<file path="config.mk">
export PLATFORM = sky130hd
export DESIGN_NAME = spi_cmd_parser
export DESIGN_NICKNAME = d
export VERILOG_FILES = /design/src/rtl/led_ctrl_pkg.sv /design/src/rtl/spi_cmd_parser.sv
export SDC_FILE = /design/constraint.sdc
export NUM_CORES = 1
export LEC_CHECK = 0
export CORE_MARGIN = 4
export CORE_UTILIZATION = 40
export CTS_CLUSTER_SIZE = 20
export DETAILED_ROUTE_END_ITERATION = 12
export SYNTH_ARGS = -nofsm -noshare
export SYNTH_HDL_FRONTEND = slang
export SYNTH_SLANG_ARGS = --single-unit
</file>
<file path="constraint.sdc">
create_clock -name clk_sb -period 3.4 [get_ports clk_sb]
set_clock_uncertainty 0.1 [all_clocks]
set_input_delay 0.68 -clock clk_sb [delete_from_list [all_inputs] [get_ports clk_sb]]
set_output_delay 0.68 -clock clk_sb [all_outputs]
set_load 0.01 [all_outputs]
</file>
<file path="src/rtl/led_ctrl_pkg.sv">
// Opcodes, FSM encoding and status-byte layout
// shared by the SPI command parser and its bench.
package led_ctrl_pkg;

  localparam logic [7:0] OP_PIXEL  = 8'h01;
  localparam logic [7:0] OP_BRIGHT = 8'h02;
  localparam logic [7:0] OP_SWAP   = 8'h03;
  localparam logic [7:0] OP_STATUS = 8'h04;

  typedef enum logic [3:0] {
    ST_IDLE,
    ST_CMD,
    ST_ADDR_H,
    ST_ADDR_L,
    ST_PIX_R,
    ST_PIX_G,
    ST_PIX_B,
    ST_BRIGHT,
    ST_DISCARD
  } state_t;

  localparam int STAT_ABORT = 0;
  localparam int STAT_CMD   = 1;
  localparam int STAT_SWAP  = 2;

  // States in which losing chip select leaves a half-built item behind
  function automatic logic aborts_in(state_t s);
    return (s == ST_ADDR_H) || (s == ST_ADDR_L) ||
           (s == ST_PIX_G)  || (s == ST_PIX_B);
  endfunction

endpackage

</file>
<file path="src/rtl/spi_cmd_parser.sv">
// Decodes SPI command bytes into frame-buffer writes,
// brightness, buffer-swap requests and a status read-back.
module spi_cmd_parser
  import led_ctrl_pkg::*;
#(
  parameter int PIX_ADDR_W = 11,
  parameter int NUM_PIXELS = 2048
) (
  input  logic                  clk_sb,
  input  logic                  reset_n,
  input  logic                  cs_n,
  input  logic                  mosi_rx,
  input  logic [7:0]            mosi_data_out,
  output logic                  miso_tx,
  output logic [7:0]            miso_data_in,
  output logic                  fb_we,
  output logic [PIX_ADDR_W-1:0] fb_addr,
  output logic [23:0]           fb_data,
  output logic [7:0]            brightness,
  output logic                  swap_req,
  input  logic                  swap_ack
);

  localparam logic [PIX_ADDR_W-1:0] ADDR_LAST =
    PIX_ADDR_W'(NUM_PIXELS - 1);

  logic cs_s1_q, cs_s2_q, cs_s3_q;
  logic active, cs_end, byte_v;

  state_t                state_q, state_d;
  logic [7:0]            addr_hi_q, addr_hi_d;
  logic [PIX_ADDR_W-1:0] addr_q, addr_d;
  logic [7:0]            r_q, r_d;
  logic [7:0]            g_q, g_d;
  logic                  fb_we_q, fb_we_d;
  logic [PIX_ADDR_W-1:0] fb_addr_q, fb_addr_d;
  logic [23:0]           fb_data_q, fb_data_d;
  logic [7:0]            bright_q, bright_d;
  logic                  swap_q, swap_d;
  logic                  err_cmd_q, err_cmd_d;
  logic                  err_abort_q, err_abort_d;
  logic                  arm_q, arm_d;
  logic                  stat_pend_q, stat_pend_d;
  logic                  miso_tx_q, miso_tx_d;
  logic [7:0]            miso_data_q, miso_data_d;

  logic swap_set, cmd_err, abort, arm_set;

  // cs_n is asynchronous; the third flop gives the rising-edge detect
  always_ff @(posedge clk_sb or negedge reset_n) begin
    if (!reset_n) begin
      cs_s1_q <= 1'b1;
      cs_s2_q <= 1'b1;
      cs_s3_q <= 1'b1;
    end else begin
      cs_s1_q <= cs_n;
      cs_s2_q <= cs_s1_q;
      cs_s3_q <= cs_s2_q;
    end
  end

  assign active = ~cs_s2_q;
  assign cs_end = cs_s2_q & ~cs_s3_q;
  assign byte_v = mosi_rx & active;

  always_comb begin
    state_d     = state_q;
    addr_hi_d   = addr_hi_q;
    addr_d      = addr_q;
    r_d         = r_q;
    g_d         = g_q;
    fb_we_d     = 1'b0;
    fb_addr_d   = fb_addr_q;
    fb_data_d   = fb_data_q;
    bright_d    = bright_q;
    miso_tx_d   = 1'b0;
    miso_data_d = miso_data_q;
    stat_pend_d = cs_end & arm_q;
    swap_set    = 1'b0;
    cmd_err     = 1'b0;
    abort       = 1'b0;
    arm_set     = 1'b0;

    if (cs_end) begin
      state_d = ST_IDLE;
      abort   = aborts_in(state_q);
    end else begin
      unique case (state_q)
        ST_IDLE: begin
          if (active) state_d = ST_CMD;
        end
        ST_CMD: begin
          if (byte_v) begin
            unique case (1'b1)
              mosi_data_out == OP_PIXEL:
                state_d = ST_ADDR_H;
              mosi_data_out == OP_BRIGHT:
                state_d = ST_BRIGHT;
              mosi_data_out == OP_SWAP: begin
                state_d  = ST_DISCARD;
                swap_set = 1'b1;
              end
              mosi_data_out == OP_STATUS: begin
                state_d = ST_DISCARD;
                arm_set = 1'b1;
              end
              default: begin
                state_d = ST_DISCARD;
                cmd_err = 1'b1;
              end
            endcase
          end
        end
        ST_ADDR_H: begin
          if (byte_v) begin
            addr_hi_d = mosi_data_out;
            state_d   = ST_ADDR_L;
          end
        end
        ST_ADDR_L: begin
          if (byte_v) begin
            addr_d  = PIX_ADDR_W'({addr_hi_q, mosi_data_out});
            state_d = ST_PIX_R;
          end
        end
        ST_PIX_R: begin
          if (byte_v) begin
            r_d     = mosi_data_out;
            state_d = ST_PIX_G;
          end
        end
        ST_PIX_G: begin
          if (byte_v) begin
            g_d     = mosi_data_out;
            state_d = ST_PIX_B;
          end
        end
        ST_PIX_B: begin
          if (byte_v) begin
            fb_we_d   = 1'b1;
            fb_addr_d = addr_q;
            fb_data_d = {r_q, g_q, mosi_data_out};
            addr_d    = (addr_q == ADDR_LAST) ? '0
                                              : addr_q + 1'b1;
            state_d   = ST_PIX_R;
          end
        end
        ST_BRIGHT: begin
          if (byte_v) begin
            bright_d = mosi_data_out;
            state_d  = ST_DISCARD;
          end
        end
        ST_DISCARD: ;
        default: state_d = ST_IDLE;
      endcase
    end

    if (stat_pend_q) begin
      miso_tx_d                = 1'b1;
      miso_data_d              = '0;
      miso_data_d[STAT_SWAP]   = swap_q;
      miso_data_d[STAT_CMD]    = err_cmd_q;
      miso_data_d[STAT_ABORT]  = err_abort_q;
    end

    // An ack only beats a set that arrives while already pending
    swap_d      = swap_q ? ~swap_ack : swap_set;
    err_cmd_d   = (err_cmd_q & ~stat_pend_q) | cmd_err;
    err_abort_d = (err_abort_q & ~stat_pend_q) | abort;
    arm_d       = (arm_q & ~stat_pend_q) | arm_set;
  end

  always_ff @(posedge clk_sb or negedge reset_n) begin
    if (!reset_n) begin
      state_q     <= ST_IDLE;
      addr_hi_q   <= '0;
      addr_q      <= '0;
      r_q         <= '0;
      g_q         <= '0;
      fb_we_q     <= 1'b0;
      fb_addr_q   <= '0;
      fb_data_q   <= '0;
      bright_q    <= 8'hFF;
      swap_q      <= 1'b0;
      err_cmd_q   <= 1'b0;
      err_abort_q <= 1'b0;
      arm_q       <= 1'b0;
      stat_pend_q <= 1'b0;
      miso_tx_q   <= 1'b0;
      miso_data_q <= '0;
    end else begin
      state_q     <= state_d;
      addr_hi_q   <= addr_hi_d;
      addr_q      <= addr_d;
      r_q         <= r_d;
      g_q         <= g_d;
      fb_we_q     <= fb_we_d;
      fb_addr_q   <= fb_addr_d;
      fb_data_q   <= fb_data_d;
      bright_q    <= bright_d;
      swap_q      <= swap_d;
      err_cmd_q   <= err_cmd_d;
      err_abort_q <= err_abort_d;
      arm_q       <= arm_d;
      stat_pend_q <= stat_pend_d;
      miso_tx_q   <= miso_tx_d;
      miso_data_q <= miso_data_d;
    end
  end

  assign fb_we        = fb_we_q;
  assign fb_addr      = fb_addr_q;
  assign fb_data      = fb_data_q;
  assign brightness   = bright_q;
  assign swap_req     = swap_q;
  assign miso_tx      = miso_tx_q;
  assign miso_data_in = miso_data_q;

endmodule

</file>
==> flow_metrics.env <==
export IMPL_timing_fmax_ghz=0.434
export IMPL_r2r_setup_slack_ps=1150
export IMPL_worstSkewPairLatency_ps=350
export IMPL_min_to="cs_s2_q"
export IMPL_worstSetupPathType="in -> reg"
export IMPL_hp_class="reg -> reg"
export IMPL_slew_violations=0
export IMPL_max_slew_worst_pin_slew_ps=1070
export IMPL_avgViaCountPerCell=5.20
export IMPL_numCtsBuffers=9
export IMPL_drive_gt1_share_pct=26.7
export IMPL_fin_nets=380
export IMPL_die_h_um=107
export IMPL_relSlewSlack_pct=28.9
export IMPL_postRouteAntennaNets=0
export IMPL_worstPathCellList="clkdlybuf4s50_1 > or4_4 > nor2_1 > a21oi_1 > a311o_1"
export IMPL_hold_buffers=0
export IMPL_ir_drop_mv=0.252
export IMPL_synth_area_um2=3950
export IMPL_rows=35
export IMPL_critPathRequiredTime_ps=3540
export IMPL_firstDrtPassIters=5
export IMPL_pwr_share_clk_pct=35.0
export IMPL_clock_sinks=90
export IMPL_yosysSeqAreaShare_pct=57.4
export IMPL_rsz0062_at_grt="no"
export IMPL_crit_path_max_incr_delay_ps=590
export IMPL_ys_types=54
export IMPL_cts_setup_buffers=0
export IMPL_wl_um=8250
export IMPL_worstReg2RegEnd="fb_data[3]"
export IMPL_maxCapViolCount=0
export IMPL_area_growth_pct=22.7
export IMPL_hp_start="cs_s1_q"
export IMPL_gp_congestion=0.821
export IMPL_reg2regPathDepth=4
export IMPL_dieWidth_um=107
export IMPL_cts_tree="done"
export IMPL_diodes=0
export IMPL_netlist_top_cell_by_area="dfrtp_1"
export IMPL_yosys_warnings=0
export IMPL_drc=0
export IMPL_status="complete, no violations"
export IMPL_fin_crit_ps=2300
export IMPL_clkTransAtPathRegs_ps=80
export IMPL_io_buffers=61
export IMPL_p_leak_nw=2.20
export IMPL_critPathSlowestCell="or4_4"
export IMPL_p_comb_share_pct=8.4
export IMPL_syn_area_per_cell_um2=13.0
export IMPL_yosys_top_cells_area="dfrtp_1, mux2_2, dfstp_2"
export IMPL_die_area_um2=11500
export IMPL_power_share_switching_pct=24.2
export IMPL_grt_usage_pct=15.5
export IMPL_cp_max_fo=6
export IMPL_synth_ff_type="dfrtp_1"
export IMPL_cts_resized=0
export IMPL_synth_top_area_share_pct=50.1
export IMPL_cp_end_kind="flip-flop"
export IMPL_grt_pass1_vias=2662
export IMPL_synth_edff_count=0
export IMPL_r2r_start="state_q[3]"
export IMPL_async_reset_ff_share_pct=100
export IMPL_yosys_top_cells_count="dfrtp_1, mux2_2, nand2_1"
export IMPL_fin_tns_setup_ps=0
export IMPL_num_vias=2601
export IMPL_seqPwrFrac_pct=56.6
export IMPL_synth_most_common_cell="dfrtp_1"
export IMPL_cts_buffer_depth=2
export IMPL_p_int_mw=1.55
export IMPL_setup_viol=0
export IMPL_htree_levels=3
export IMPL_grt_max_degree=88
export IMPL_overflow=0
export IMPL_dp_hpwl_um=5470
export IMPL_start_kind="input port"
export IMPL_hold_violations=0
export IMPL_p_per_area_nw_per_um2=422
export IMPL_synthCells=304
export IMPL_start_util_pct=41.9
export IMPL_p_switching_uw=495
export IMPL_grt_antenna_before_repair=0
export IMPL_grt_first_pass_wirelength_um=14100
export IMPL_num_io_pins=67
export IMPL_wl_per_cell_um=16.5
export IMPL_timing_final_crit_share_pct=67.8
export IMPL_coreArea_um2=9420
export IMPL_min_path_cells=0
export IMPL_arrival_ps=2440
export IMPL_synth_seq_cells=90
export IMPL_fin_hold_ws_ps=258
export IMPL_drt_initial_drc_count=78
export IMPL_ctsRootBufferMaster="clkbuf_8"
## worst max path at each step
stage / startpoint / to / slack [ps] / cells after the start
2_1_floorplan: mosi_data_out[3] / state_q[0] / 1420 / 3
3_3_place_gp: mosi_data_out[3] / state_q[3] / 770 / 5
3_5_place_dp: mosi_data_out[3] / state_q[3] / 710 / 5
4_1_cts: mosi_data_out[3] / state_q[3] / 1100 / 5
5_1_grt: mosi_data_out[3] / state_q[3] / 990 / 5
6_report: mosi_data_out[3] / state_q[3] / 1100 / 5
## cell usage in the layout (no fill, tap or decap), types with 4 or more instances in the layout
cell type | netlist | layout
dfrtp_1 | 79 | 79
clkdlybuf4s50_1 | 0 | 60
nor3_1 | 5 | 5
mux2_2 | 48 | 48
nand3_1 | 6 | 6
conb_1 | 1 | 5
dfstp_2 | 11 | 11
o21ai_0 | 10 | 10
a21oi_1 | 11 | 11
mux2_1 | 5 | 5
nand2_1 | 16 | 16
buf_4 | 9 | 10
nor2_1 | 10 | 10
mux2_4 | 10 | 10
clkbuf_8 | 0 | 10
nand4_1 | 4 | 4
inv_1 | 7 | 7
## cells by family after synthesis
family | share of synthesized area, %
compound gates | 7.96
xor+xnor | 0.888
fa+ha+maj | 0.317
buf+inv | 4.44
flops | 57.4
mux | 18.9
other cells | 0.0950
simple gates | 9.98
## state kept, by name, summed over array words and instances (netlist names)
register and cells:
state_q 4, fb_we 1, addr_q 11, fb_addr 11
arm_q 1, stat_pend_q 1, cs_s2_q 1, cs_s1_q 1
err_abort_q 1, fb_data 24, miso_data_in 3, miso_tx 1
r_q 8, err_cmd_q 1, swap_req 1, cs_s3_q 1
addr_hi_q 3, brightness 8, g_q 8
## critical path, delay by kind of cell
family / cells / cell delay, ps
buffers and inverters: 1 / 540
AO/OA/AOI/OAI: 2 / 380
AND/OR/NAND/NOR: 2 / 840
## area by class of cell
class | instances | area (um2)
flip-flops and latches | 90 | 2270
multi-input cells | 188 | 1520
well taps | 129 | 161
clock inverters | 3 | 42.5
inverters | 7 | 26.3
repair buffers | 70 | 676
clock buffers | 13 | 149
fillers | 845 | 4570
## power by group through the flow
| stage | Sequential (mW) | Combinational (mW) | Clock, mW |
|---|---|---|---|
| final | 1.16 | 0.171 | 0.715 |
| after global routing | 1.17 | 0.194 | 0.786 |
| after CTS | 1.16 | 0.173 | 0.741 |
| after detailed placement | 1.18 | 0.172 | 0 |
| after global placement | 1.17 | 0.170 | 0 |
| after floorplan | 1.15 | 0.123 | 0 |
## layer usage
metal,wire length [um],part of all wire (%),global-route usage (%),vias up
met2,3810,46,23.8,71
met3,522,6.3,5.34,15
met1,3810,46,21.0,1308
li1,-,-,-,1207
met5,0,0,0,-
met4,107,1.3,4.24,0
## through the flow
stage	power [mW]	std cells	instance area, um2	utilization (%)	setup WS (ps)
6_report	2.04	500	4840	51.4	1100
5_1_grt	2.15	500	4840	51.4	995
3_5_place_dp	1.35	484	4650	49.4	709
2_1_floorplan	1.27	308	3960	-	1420
4_1_cts	2.07	500	4840	51.4	1100
3_3_place_gp	1.34	484	4650	49.4	767
Note: power is estimated with default switching activity, not from simulation.
